[config.mk]
export PLATFORM = sky130hd
export DESIGN_NAME = shift_sequencer_flat
export DESIGN_NICKNAME = d
export VERILOG_FILES = /design/src/rtl/shift_sequencer_if.sv /design/src/rtl/shift_sequencer.sv /design/src/flat_wrapper.sv
export SDC_FILE = /design/constraint.sdc
export NUM_CORES = 1
export LEC_CHECK = 0
export BUFFER_PORTS_ARGS = -buffer_cell sky130_fd_sc_hd__buf_2
export CORE_MARGIN = 3
export CORE_UTILIZATION = 40
export CTS_CLUSTER_SIZE = 40
export DETAILED_ROUTE_END_ITERATION = 8
export PLACE_DENSITY = 0.74
export SETUP_SLACK_MARGIN = 0.15
export SYNTH_ARGS = -nofsm -noshare
export SYNTH_HDL_FRONTEND = slang
export SYNTH_SLANG_ARGS = --single-unit
export TNS_END_PERCENT = 30
[constraint.sdc]
create_clock -name clk -period 4.5 [get_ports clk]
set_input_delay 0.45 -clock clk [delete_from_list [all_inputs] [get_ports clk]]
set_output_delay 0.45 -clock clk [all_outputs]
set_load 0.02 [all_outputs]
[src/rtl/shift_sequencer_if.sv]
// rtl/shift_sequencer_if.sv - request/result handshake bundle for the shift sequencer
//
// Purpose:
//   Groups the issue-side request channel and the writeback-side result
//   channel of shift_sequencer into one interface.
//
// Signals:
//   inValid      request valid (issue logic -> sequencer)
//   inReady      sequencer can accept a request
//   control      00 SHL, 01 SHR, 10 SAR, 11 ROL-through-carry
//   carryIn      initial carry bit
//   numToShift   operand, DataLength bits
//   shiftAmount  unsigned step count, DataLength bits
//   outValid     result valid (sequencer -> writeback)
//   outReady     consumer accepts result
//   result       shifted data, DataLength bits
//   carryOut     final carry
//
// Modports:
//   master  issue/writeback side (drives requests, accepts results)
//   slave   the sequencer itself

`timescale 1ns/1ps

interface shift_sequencer_if #(
  parameter int DataLength = 4
);

  logic                  inValid;
  logic                  inReady;
  logic [1:0]            control;
  logic                  carryIn;
  logic [DataLength-1:0] numToShift;
  logic [DataLength-1:0] shiftAmount;

  logic                  outValid;
  logic                  outReady;
  logic [DataLength-1:0] result;
  logic                  carryOut;

  modport master (
    output inValid,
    output control,
    output carryIn,
    output numToShift,
    output shiftAmount,
    output outReady,
    input  inReady,
    input  outValid,
    input  result,
    input  carryOut
  );

  modport slave (
    input  inValid,
    input  control,
    input  carryIn,
    input  numToShift,
    input  shiftAmount,
    input  outReady,
    output inReady,
    output outValid,
    output result,
    output carryOut
  );

endinterface

[src/rtl/shift_sequencer.sv]
// rtl/shift_sequencer.sv - iterative one-bit-per-cycle shifter with valid/ready handshakes
//
// Purpose:
//   Multi-cycle replacement for a combinational barrel shifter on the ALU
//   shift path. A request is captured into a {carry, data} register and one
//   single-bit step is applied per clock until the step counter is exhausted,
//   then the result is presented until writeback takes it.
//
// Ports:
//   clk    single clock, all state updates on the rising edge
//   rstN   asynchronous active-low reset
//   flush  synchronous abort; returns to IDLE, keeps register contents
//   bus    shift_sequencer_if.slave (request and result channels)
//   busy   high while in SHIFT or DONE
//
// Operations (M = DataLength-1), applied once per step on {c, d}:
//   00 SHL : c <= d[M], d <= {d[M-1:0], 0}
//   01 SHR : c <= d[0], d <= {0, d[M:1]}
//   10 SAR : c <= d[0], d <= {d[M], d[M:1]}
//   11 ROL : c <= d[M], d <= {d[M-1:0], c}   (rotate through carry)
//
// Build option:
//   SHIFT_EARLY_EXIT_EN - when defined, the step count loaded at acceptance
//   is reduced to the smallest count giving a bit-identical result:
//   min(amount, DataLength+1) for SHL/SHR/SAR, amount mod (DataLength+1)
//   for ROL. Undefined, the raw amount is iterated.

`timescale 1ns/1ps

module shift_sequencer #(
  parameter int DataLength = 4
) (
  input  logic              clk,
  input  logic              rstN,
  input  logic              flush,
  shift_sequencer_if.slave  bus,
  output logic              busy
);

  localparam int M = DataLength - 1;

  typedef enum logic [1:0] {
    IDLE  = 2'b00,
    SHIFT = 2'b01,
    DONE  = 2'b10
  } state_t;

  localparam logic [1:0] OpShl = 2'b00;
  localparam logic [1:0] OpShr = 2'b01;
  localparam logic [1:0] OpSar = 2'b10;
  localparam logic [1:0] OpRol = 2'b11;

  state_t                state;
  state_t                state_next;

  logic [1:0]            op;
  logic                  c;
  logic [DataLength-1:0] d;
  logic [DataLength-1:0] cnt;

  logic                  accept;
  logic                  step;
  logic [DataLength-1:0] load_cnt;
  logic                  step_c;
  logic [DataLength-1:0] step_d;

  // ---------------------------------------------------------------------------
  // Step count loaded at acceptance
  // ---------------------------------------------------------------------------
`ifdef SHIFT_EARLY_EXIT_EN
  // The {c, d} ring is DataLength+1 bits wide, so a rotate repeats with that
  // period. The plain shifts are fully saturated (data and carry) after
  // DataLength+1 steps, so any further steps cannot change the outcome.
  localparam logic [DataLength:0] Ring = (DataLength + 1)'(DataLength + 1);

  logic [DataLength:0] amt_ext;

  always_comb begin
    amt_ext  = {1'b0, bus.shiftAmount};
    load_cnt = bus.shiftAmount;
    if (bus.control == OpRol) begin
      load_cnt = DataLength'(amt_ext % Ring);
    end else if (amt_ext > Ring) begin
      load_cnt = DataLength'(Ring);
    end
  end
`else
  always_comb begin
    load_cnt = bus.shiftAmount;
  end
`endif

  // ---------------------------------------------------------------------------
  // Single-bit step on {c, d}
  // ---------------------------------------------------------------------------
  always_comb begin
    step_c = c;
    step_d = d;
    case (op)
      OpShl: begin
        step_c = d[M];
        step_d = {d[M-1:0], 1'b0};
      end
      OpShr: begin
        step_c = d[0];
        step_d = {1'b0, d[M:1]};
      end
      OpSar: begin
        step_c = d[0];
        step_d = {d[M], d[M:1]};
      end
      OpRol: begin
        step_c = d[M];
        step_d = {d[M-1:0], c};
      end
      default: begin
        step_c = c;
        step_d = d;
      end
    endcase
  end

  // ---------------------------------------------------------------------------
  // FSM state register
  // ---------------------------------------------------------------------------
  always_ff @(posedge clk or negedge rstN) begin
    if (!rstN) begin
      state <= IDLE;
    end else begin
      state <= state_next;
    end
  end

  // ---------------------------------------------------------------------------
  // FSM next state and handshake outputs
  // ---------------------------------------------------------------------------
  // Handshake outputs depend only on the state, so the result channel is
  // stable for as long as writeback stalls. flush overrides every transition
  // and also blocks acceptance in IDLE.
  always_comb begin
    state_next   = state;
    accept       = 1'b0;
    step         = 1'b0;
    bus.inReady  = 1'b0;
    bus.outValid = 1'b0;
    busy         = 1'b0;

    case (state)
      IDLE: begin
        bus.inReady = 1'b1;
        if (!flush && bus.inValid) begin
          accept = 1'b1;
          if (load_cnt == '0) begin
            state_next = DONE;
          end else begin
            state_next = SHIFT;
          end
        end
      end

      SHIFT: begin
        busy = 1'b1;
        if (!flush) begin
          step = 1'b1;
          if (cnt == DataLength'(1)) begin
            state_next = DONE;
          end
        end
      end

      DONE: begin
        busy         = 1'b1;
        bus.outValid = 1'b1;
        if (!flush && bus.outReady) begin
          state_next = IDLE;
        end
      end

      default: begin
        state_next = IDLE;
      end
    endcase

    if (flush) begin
      state_next = IDLE;
    end
  end

  // ---------------------------------------------------------------------------
  // Datapath registers
  // ---------------------------------------------------------------------------
  // On flush neither accept nor step is raised, so {c, d} simply holds.
  always_ff @(posedge clk or negedge rstN) begin
    if (!rstN) begin
      op  <= 2'b00;
      c   <= 1'b0;
      d   <= '0;
      cnt <= '0;
    end else if (accept) begin
      op  <= bus.control;
      c   <= bus.carryIn;
      d   <= bus.numToShift;
      cnt <= load_cnt;
    end else if (step) begin
      c   <= step_c;
      d   <= step_d;
      cnt <= cnt - DataLength'(1);
    end
  end

  assign bus.result   = d;
  assign bus.carryOut = c;

endmodule

[src/flat_wrapper.sv]
// flat-port wrapper written by rule: the top's interface ports become plain ports
module shift_sequencer_flat 
#(
  parameter int DataLength = 4
)
  (clk, rstN, flush, busy, bus_inValid, bus_control, bus_carryIn, bus_numToShift, bus_shiftAmount, bus_outReady, bus_inReady, bus_outValid, bus_result, bus_carryOut);
  shift_sequencer_if #(.DataLength(DataLength)) bus_i ();
  input  logic clk;
  input  logic rstN;
  input  logic flush;
  output logic busy;
  input wire logic [$bits(bus_i.inValid)-1:0] bus_inValid;
  input wire logic [$bits(bus_i.control)-1:0] bus_control;
  input wire logic [$bits(bus_i.carryIn)-1:0] bus_carryIn;
  input wire logic [$bits(bus_i.numToShift)-1:0] bus_numToShift;
  input wire logic [$bits(bus_i.shiftAmount)-1:0] bus_shiftAmount;
  input wire logic [$bits(bus_i.outReady)-1:0] bus_outReady;
  output wire logic [$bits(bus_i.inReady)-1:0] bus_inReady;
  output wire logic [$bits(bus_i.outValid)-1:0] bus_outValid;
  output wire logic [$bits(bus_i.result)-1:0] bus_result;
  output wire logic [$bits(bus_i.carryOut)-1:0] bus_carryOut;
  assign bus_i.inValid = bus_inValid;
  assign bus_i.control = bus_control;
  assign bus_i.carryIn = bus_carryIn;
  assign bus_i.numToShift = bus_numToShift;
  assign bus_i.shiftAmount = bus_shiftAmount;
  assign bus_i.outReady = bus_outReady;
  assign bus_inReady = bus_i.inReady;
  assign bus_outValid = bus_i.outValid;
  assign bus_result = bus_i.result;
  assign bus_carryOut = bus_i.carryOut;
  shift_sequencer #(.DataLength(DataLength)) u_core (.clk(clk), .rstN(rstN), .flush(flush), .bus(bus_i), .busy(busy));
endmodule
* Word-level counts from Yosys, hierarchy flattened
Index checks and enable logic that the tools add are counted.
** Cells by class
- $add $sub $neg :: 1
- Multiply operators :: 0
- Div/mod/pow operators :: 0
- $lt $le $gt $ge :: 0
- Eq/ne operators :: 10
- Shift-type cells :: 0
- Multiplexer cells :: 21
- Bitwise logic cells :: 0
- Reduce and logical (&&, ||, !) cells :: 12
** Operators with widths (count)
- $mux 4 :: 4
- $pmux 4 s4 :: 1
- $mux 2 :: 5
- $mux 1 :: 9
- $ne 3x2->1 const B :: 3
- $eq 2x2->1 const B :: 3
- $pmux 2 s3 :: 1
- $reduce_or 2->1 :: 3
- $eq 2x1->1 const B :: 2
- $eq 4x1->1 const B :: 1
- $logic_not 2->1 :: 2
- $logic_not 4->1 :: 1
- $sub 4x1->4 const B :: 1
- $reduce_and 3->1 :: 1
- $logic_and 1x1->1 :: 2
- $ne 2x1->1 const B :: 1
- $pmux 1 s2 :: 1
- $reduce_and 2->1 :: 1
- $reduce_bool 2->1 :: 1
- $logic_not 1->1 :: 1
** Word-level totals
- Flip-flop bits (word level) :: 13
- Bits in latches :: 0
- Bits in writable memories :: 0
- ROM bits :: 0
- Word-level logic and storage cells :: 50
- Memories :: 0

* Longest topological paths before layout
- Depth in word-level cells :: 6
- Depth in mapped cells :: 7
- Depth with buffers taken out :: 5

* Worst setup path after synthesis
Ideal clock, no wire load.
- Kind :: register to register
- Start :: register u_core.cnt[1]
- End :: register u_core.state[0]
- Library setup time :: 0.125 ns
- Data arrival time :: 1.485 ns
- Required time :: 4.375 ns
- Path slack :: 2.890 ns
- Cell stages (with the launch flop) :: 6
- Buffers on the path :: 0
- Clock period less this slack :: 1.610 ns
- Path through :: dfrtp_1 -> inv_1 -> ha_1 -> or3b_1 -> a211o_1 -> mux2_4
** Between the ends
- Cells in the longest elaborated chain, start to end :: 3
** Ends and longest elaborated chain
- from (decl) :: RTL line shift_sequencer.sv:59 : logic [DataLength-1:0] cnt;
- from (signal assigned) :: RTL line shift_sequencer.sv:203 : cnt <= load_cnt;
- from (signal assigned) :: RTL line shift_sequencer.sv:207 : cnt <= cnt - DataLength'(1);
- $eq 4x1->1 :: RTL line shift_sequencer.sv:165 : if (cnt == DataLength'(1)) begin
- $ne 3x2->1 (no source line)
- $reduce_and 3->1 (no source line)
- to (signal assigned) :: RTL line shift_sequencer.sv:130 : state <= state_next;
- to (decl) :: RTL line shift_sequencer.sv:53 : state_t state;
No other way between the ends.
A chain may end at the register's enable or synchronous reset.

* Worst setup path after layout
- Start :: register u_core.state[0]
- End :: register u_core.d[2] (netlist: u_core.bus.result[2])
** Between the ends
- Cells in the longest elaborated chain, start to end :: 3
- Elaborated cells on any way between the ends :: 6
- Those cells by class :: eq/ne: 1; mux: 3; reduce/logical: 2
** Ends and longest elaborated chain
- $eq 2x1->1 / $logic_not 2->1 (equally long branches) :: RTL line shift_sequencer.sv:148 : case (state)
- $mux 1 :: RTL line shift_sequencer.sv:148
- $reduce_bool 2->1 (no source line) / $mux 4 (equally long branches)
- to (signal assigned) :: RTL line shift_sequencer.sv:202 : d <= bus.numToShift;
- to (signal assigned) :: RTL line shift_sequencer.sv:206 : d <= step_d;
- to (decl) :: RTL line shift_sequencer.sv:58 : logic [DataLength-1:0] d;
Several ways; a longest one is shown, not always the timed one.

==> report_table.html <==
<table>
<tr><th>Metric</th><th>Value</th></tr>
<tr><th colspan="2">Placement</th></tr>
<tr><td>Count of buffers from port buffering</td><td>23</td></tr>
<tr><td>Total half-perimeter wirelength after legalization and detailed placement</td><td>1530 um</td></tr>
<tr><td>Routability-driven placement congestion ratio</td><td>0.856</td></tr>
<tr><th colspan="2">Timing</th></tr>
<tr><td>Sum Neg Setup Slack</td><td>0 ps</td></tr>
<tr><td>Minimum clock period after layout</td><td>1820 ps</td></tr>
<tr><td>Final max-slew violation count</td><td>0</td></tr>
<tr><td>Worst clock skew on the final layout</td><td>3.47 ps</td></tr>
<tr><td>Max Fclk</td><td>0.551 GHz</td></tr>
<tr><td>Tightest Pin Transition</td><td>578 ps</td></tr>
<tr><td>Max-Slew Margin vs Limit</td><td>61.1%</td></tr>
<tr><td>Hold Fails Final Rpt</td><td>0</td></tr>
<tr><td>Final clock period utilization by the worst path</td><td>40.4%</td></tr>
<tr><td>Setup repair after global routing missed its margin</td><td>no</td></tr>
<tr><td>Hold_ws</td><td>38.2 ps</td></tr>
<tr><td>Total of endpoints with negative setup slack in the final report</td><td>0</td></tr>
<tr><th colspan="2">Drt</th></tr>
<tr><td>Number of vias per cell after detailed routing</td><td>5.44</td></tr>
<tr><td>Number of detailed-route iterations in the first pass</td><td>4</td></tr>
<tr><td>DRT antenna net count</td><td>0</td></tr>
<tr><td>Drt total wl</td><td>1940 um</td></tr>
<tr><td>Total via count in the routed design</td><td>767</td></tr>
<tr><td>DRC violations left</td><td>0</td></tr>
<tr><td>Drt initial violations</td><td>8</td></tr>
<tr><td>Avg WL per Cell</td><td>13.8 um</td></tr>
<tr><th colspan="2">Critical path</th></tr>
<tr><td>WP data required</td><td>4680 ps</td></tr>
<tr><td>Setup crit end kind</td><td>flop</td></tr>
<tr><td>Data arrival, critical path</td><td>1990 ps</td></tr>
<tr><td>Startpoint Class</td><td>flop</td></tr>
<tr><td>Startpoint-to-endpoint class of the critical path</td><td>flop to flop</td></tr>
<tr><td>Startpoint of the most critical setup path</td><td>u_core.state[0]$_DFFE_PN0P_</td></tr>
<tr><td>Crit Reg-Reg Startpoint</td><td>u_core.state[0]$_DFFE_PN0P_</td></tr>
<tr><td>Max Fanout on Critical Path</td><td>17</td></tr>
<tr><th colspan="2">Synth</th></tr>
<tr><td>Ys Warns</td><td>0</td></tr>
<tr><td>Synth Register Bits</td><td>13</td></tr>
<tr><td>Number of distinct library cell variants in the gate-level netlist after synthesis</td><td>36</td></tr>
<tr><td>Mean area per synthesized cell</td><td>9.59 um^2</td></tr>
<tr><td>Number of nets in the synthesized netlist</td><td>116</td></tr>
<tr><td>Cells after Synth</td><td>90</td></tr>
<tr><td>Cell area after synthesis</td><td>863 um^2</td></tr>
<tr><td>Sequential share of the synthesized area</td><td>37.7%</td></tr>
<tr><th colspan="2">Clock tree</th></tr>
<tr><td>CTS clk-pin slew, worst paths</td><td>90 ps</td></tr>
<tr><td>Deepest clock path buffer count</td><td>2</td></tr>
<tr><td>Clock H-tree levels</td><td>1</td></tr>
<tr><td>CTS Sinks</td><td>13</td></tr>
<tr><td>Resized cells post-CTS</td><td>0</td></tr>
<tr><td>TritonCTS buffer count</td><td>3</td></tr>
<tr><td>Clock root cell</td><td>sky130_fd_sc_hd__clkbuf_4</td></tr>
<tr><td>Post-CTS Repair Setup Buffers</td><td>0</td></tr>
<tr><td>Clock tree from TritonCTS</td><td>yes</td></tr>
<tr><td>Number of hold-repair buffers added at the cts stage</td><td>0</td></tr>
<tr><td>Latest clock arrival within the worst-skew pair</td><td>290 ps</td></tr>
<tr><th colspan="2">Final layout</th></tr>
<tr><td>Layout net count</td><td>141</td></tr>
<tr><td>Layout cell share with drive strength beyond 1</td><td>27.2%</td></tr>
<tr><td>Number of filler instances in the final layout</td><td>196</td></tr>
<tr><td>Area growth, synth to finish</td><td>18.8%</td></tr>
<tr><td>Number of diodes</td><td>0</td></tr>
<tr><th colspan="2">Floorplan</th></tr>
<tr><td>Boundary Pins</td><td>24</td></tr>
<tr><td>Num rows</td><td>16</td></tr>
<tr><td>Initial Util</td><td>43.1%</td></tr>
<tr><td>Core region area</td><td>0.00200 mm^2</td></tr>
<tr><td>Area enclosed by the die boundary</td><td>0.00275 mm^2</td></tr>
<tr><td>Height of the chip</td><td>52.5 um</td></tr>
<tr><td>Horizontal die dimension</td><td>52.5 um</td></tr>
<tr><th colspan="2">Global routing</th></tr>
<tr><td>GR Overflow Total</td><td>0</td></tr>
<tr><td>Wire length of the first global-routing pass</td><td>3220 um</td></tr>
<tr><td>Via count of the first global-routing pass</td><td>720</td></tr>
<tr><td>GRT Overall Usage</td><td>15.9%</td></tr>
<tr><td>Initial antenna violation count</td><td>0</td></tr>
<tr><td>Pin count of the biggest net entering global routing</td><td>18</td></tr>
<tr><th colspan="2">Power</th></tr>
<tr><td>VDD IR-drop max</td><td>0.299 mV</td></tr>
<tr><td>Cell area power density</td><td>646 mW/mm^2</td></tr>
<tr><td>Leakage power summed over all cells</td><td>0.000478 uW</td></tr>
<tr><th colspan="2">Flow run</th></tr>
<tr><td>MaxCap Viol Count</td><td>0</td></tr>
<tr><th colspan="2">Outcome</th></tr>
<tr><td>Result of the run</td><td>finished, final reports clean</td></tr>
<tr><th colspan="2">Min path</th></tr>
<tr><td>Hold Path Class</td><td>input pin to async pin</td></tr>
</table>
==> power breakdown <==
| group | total, uW | internal, uW | switching, uW |
|---|---|---|---|
| Combinational | 368 | 158 | 210 |
| Sequential | 218 | 172 | 45.7 |
| Clock | 77.0 | 34.5 | 42.5 |
| Total | 662 | 364 | 298 |
==> routing by layer <==
layer | up-vias | part of all wire (%) | wire length (um) | global-route usage, %
met5 | - | 0 | 0 | 0
li1 | 376 | - | - | -
met3 | 5 | 4.6 | 89 | 1.71
met1 | 359 | 46 | 897 | 20.6
met4 | 0 | 2.3 | 44 | 8.94
met2 | 27 | 47 | 908 | 25.6
==> path summary, 6_finish.rpt <==
kind / to / slack, ps / cells after the start
worst min-delay path: u_core.bus.result[3]$_DFFE_PN0P_ / 40 / 1
min in group clk: u_core.op[0]$_DFFE_PN0P_ / 360 / 3
worst max register to register: u_core.bus.result[2]$_DFFE_PN0P_ / 2680 / 5
worst min register to register: u_core.cnt[3]$_DFFE_PN0P_ / 580 / 2
worst max-delay path: u_core.bus.result[2]$_DFFE_PN0P_ / 2680 / 5
max in group asynchronous: u_core.state[0]$_DFFE_PN0P_ / 4230 / 1
==> cells in the mapped netlist <==
cell type	n	area share [%]
sky130_fd_sc_hd__or3b_1	1	1.0
sky130_fd_sc_hd__o21ba_2	1	1.2
sky130_fd_sc_hd__a211oi_1	3	2.6
sky130_fd_sc_hd__nand3_1	1	0.58
sky130_fd_sc_hd__clkbuf_1	2	0.87
sky130_fd_sc_hd__nand3b_1	2	1.7
sky130_fd_sc_hd__or4_1	1	0.87
sky130_fd_sc_hd__dfrtp_1	13	38
sky130_fd_sc_hd__or2_2	1	0.73
sky130_fd_sc_hd__mux2_4	1	1.7
sky130_fd_sc_hd__a2111oi_0	1	1.0
sky130_fd_sc_hd__nor4_1	1	0.73
sky130_fd_sc_hd__o31ai_1	1	0.87
sky130_fd_sc_hd__nor2b_1	4	2.9
sky130_fd_sc_hd__xor2_1	1	1.0
sky130_fd_sc_hd__o211ai_1	1	0.87
sky130_fd_sc_hd__mux2_2	1	1.3
sky130_fd_sc_hd__buf_2	1	0.58
sky130_fd_sc_hd__o41ai_1	2	2.0
sky130_fd_sc_hd__nand2b_1	1	0.73
sky130_fd_sc_hd__ha_1	10	14
sky130_fd_sc_hd__nor2_1	5	2.2
sky130_fd_sc_hd__o21ai_0	9	5.2
sky130_fd_sc_hd__a31oi_1	1	0.73
sky130_fd_sc_hd__inv_1	6	2.6
sky130_fd_sc_hd__xnor2_1	1	1.0
sky130_fd_sc_hd__nand2_1	8	3.5
sky130_fd_sc_hd__nand4b_1	1	1.0
sky130_fd_sc_hd__o22a_1	1	1.0
sky130_fd_sc_hd__a221oi_1	2	2.0
sky130_fd_sc_hd__nor3b_1	1	0.87
sky130_fd_sc_hd__a21oi_1	1	0.58
sky130_fd_sc_hd__a21o_1	1	0.87
sky130_fd_sc_hd__a211o_1	1	1.0
sky130_fd_sc_hd__or3_2	1	0.87
sky130_fd_sc_hd__and3b_1	1	1.0
==> per-stage QoR <==
step | utilization (%) | std cells | setup slack [ps] | power (uW) | cell area (um^2)
floorplan | - | 90 | 2890 | 488 | 863
global placement | 49.9 | 137 | 2790 | 571 | 1000
detailed placement | 49.9 | 137 | 2700 | 589 | 1000
CTS | 51.2 | 141 | 2690 | 666 | 1030
global route | 51.2 | 141 | 2520 | 722 | 1030
finish | 51.2 | 141 | 2680 | 662 | 1030
==> worst max-delay path, stage by stage, from the launching register on <==
cell and delay [ps]:
sky130_fd_sc_hd__dfrtp_1 390, sky130_fd_sc_hd__inv_1 130, sky130_fd_sc_hd__ha_1 230, sky130_fd_sc_hd__and3b_1 510, sky130_fd_sc_hd__a221oi_1 100, sky130_fd_sc_hd__o41ai_1 350
==> registers in the layout (all words and copies together) (netlist names) <==
| name | flops |
|---|---|
| u_core.bus.carryOut | 1 |
| u_core.op | 2 |
| u_core.cnt | 4 |
| u_core.state | 2 |
| u_core.bus.result | 4 |
==> cell type report <==
cell class              instances  area, um^2  area share, %
flip-flops and latches         13         325           31.7
clock buffers                   4        26.3           2.56
multi-input cells              68         503           49.0
repair buffers                 23         115           11.2
well taps                      27        33.8           3.29
inverters                       6        22.5           2.20
==> kinds of logic (layout without fill, tap and decap cells) <==
kind of cell | after synthesis | after routing | synth area share [%]
AOI/OAI and AO/OA | 25 | 25 | 20.0
xor gates and xnor gates | 2 | 2 | 2.03
adders and majority gates | 10 | 10 | 14.5
buffers and inverters | 9 | 33 | 4.06
DFF | 13 | 13 | 37.7
muxes | 2 | 2 | 3.04
and+or+nand+nor | 29 | 29 | 18.7
==> layout by cell type, fill, tap and decap left out <==
cell type,n
sky130_fd_sc_hd__buf_2,23
sky130_fd_sc_hd__dfrtp_1,13
sky130_fd_sc_hd__ha_1,10
sky130_fd_sc_hd__o21ai_0,9
sky130_fd_sc_hd__nand2_1,8
sky130_fd_sc_hd__inv_1,6
sky130_fd_sc_hd__nor2_1,5
sky130_fd_sc_hd__nor2b_1,4
sky130_fd_sc_hd__a211oi_1,3
sky130_fd_sc_hd__clkbuf_4,3
sky130_fd_sc_hd__nand3b_1,2
sky130_fd_sc_hd__a221oi_1,2
sky130_fd_sc_hd__o41ai_1,2
sky130_fd_sc_hd__nand2b_1,1
sky130_fd_sc_hd__and3b_1,1
sky130_fd_sc_hd__a21o_1,1
sky130_fd_sc_hd__o22a_1,1
sky130_fd_sc_hd__nor4_1,1
sky130_fd_sc_hd__nor3b_1,1
sky130_fd_sc_hd__or3b_1,1
sky130_fd_sc_hd__a211o_1,1
sky130_fd_sc_hd__mux2_4,1
sky130_fd_sc_hd__xnor2_1,1
sky130_fd_sc_hd__or3_2,1
sky130_fd_sc_hd__o211ai_1,1
sky130_fd_sc_hd__or4_1,1
sky130_fd_sc_hd__nand3_1,1
sky130_fd_sc_hd__xor2_1,1
sky130_fd_sc_hd__mux2_2,1
sky130_fd_sc_hd__a21oi_1,1
sky130_fd_sc_hd__o21ba_2,1
sky130_fd_sc_hd__or2_2,1
sky130_fd_sc_hd__a2111oi_0,1
sky130_fd_sc_hd__o31ai_1,1
sky130_fd_sc_hd__nand4b_1,1
sky130_fd_sc_hd__a31oi_1,1
sky130_fd_sc_hd__clkbuf_1,1
Power figures use the tool's default switching activity.
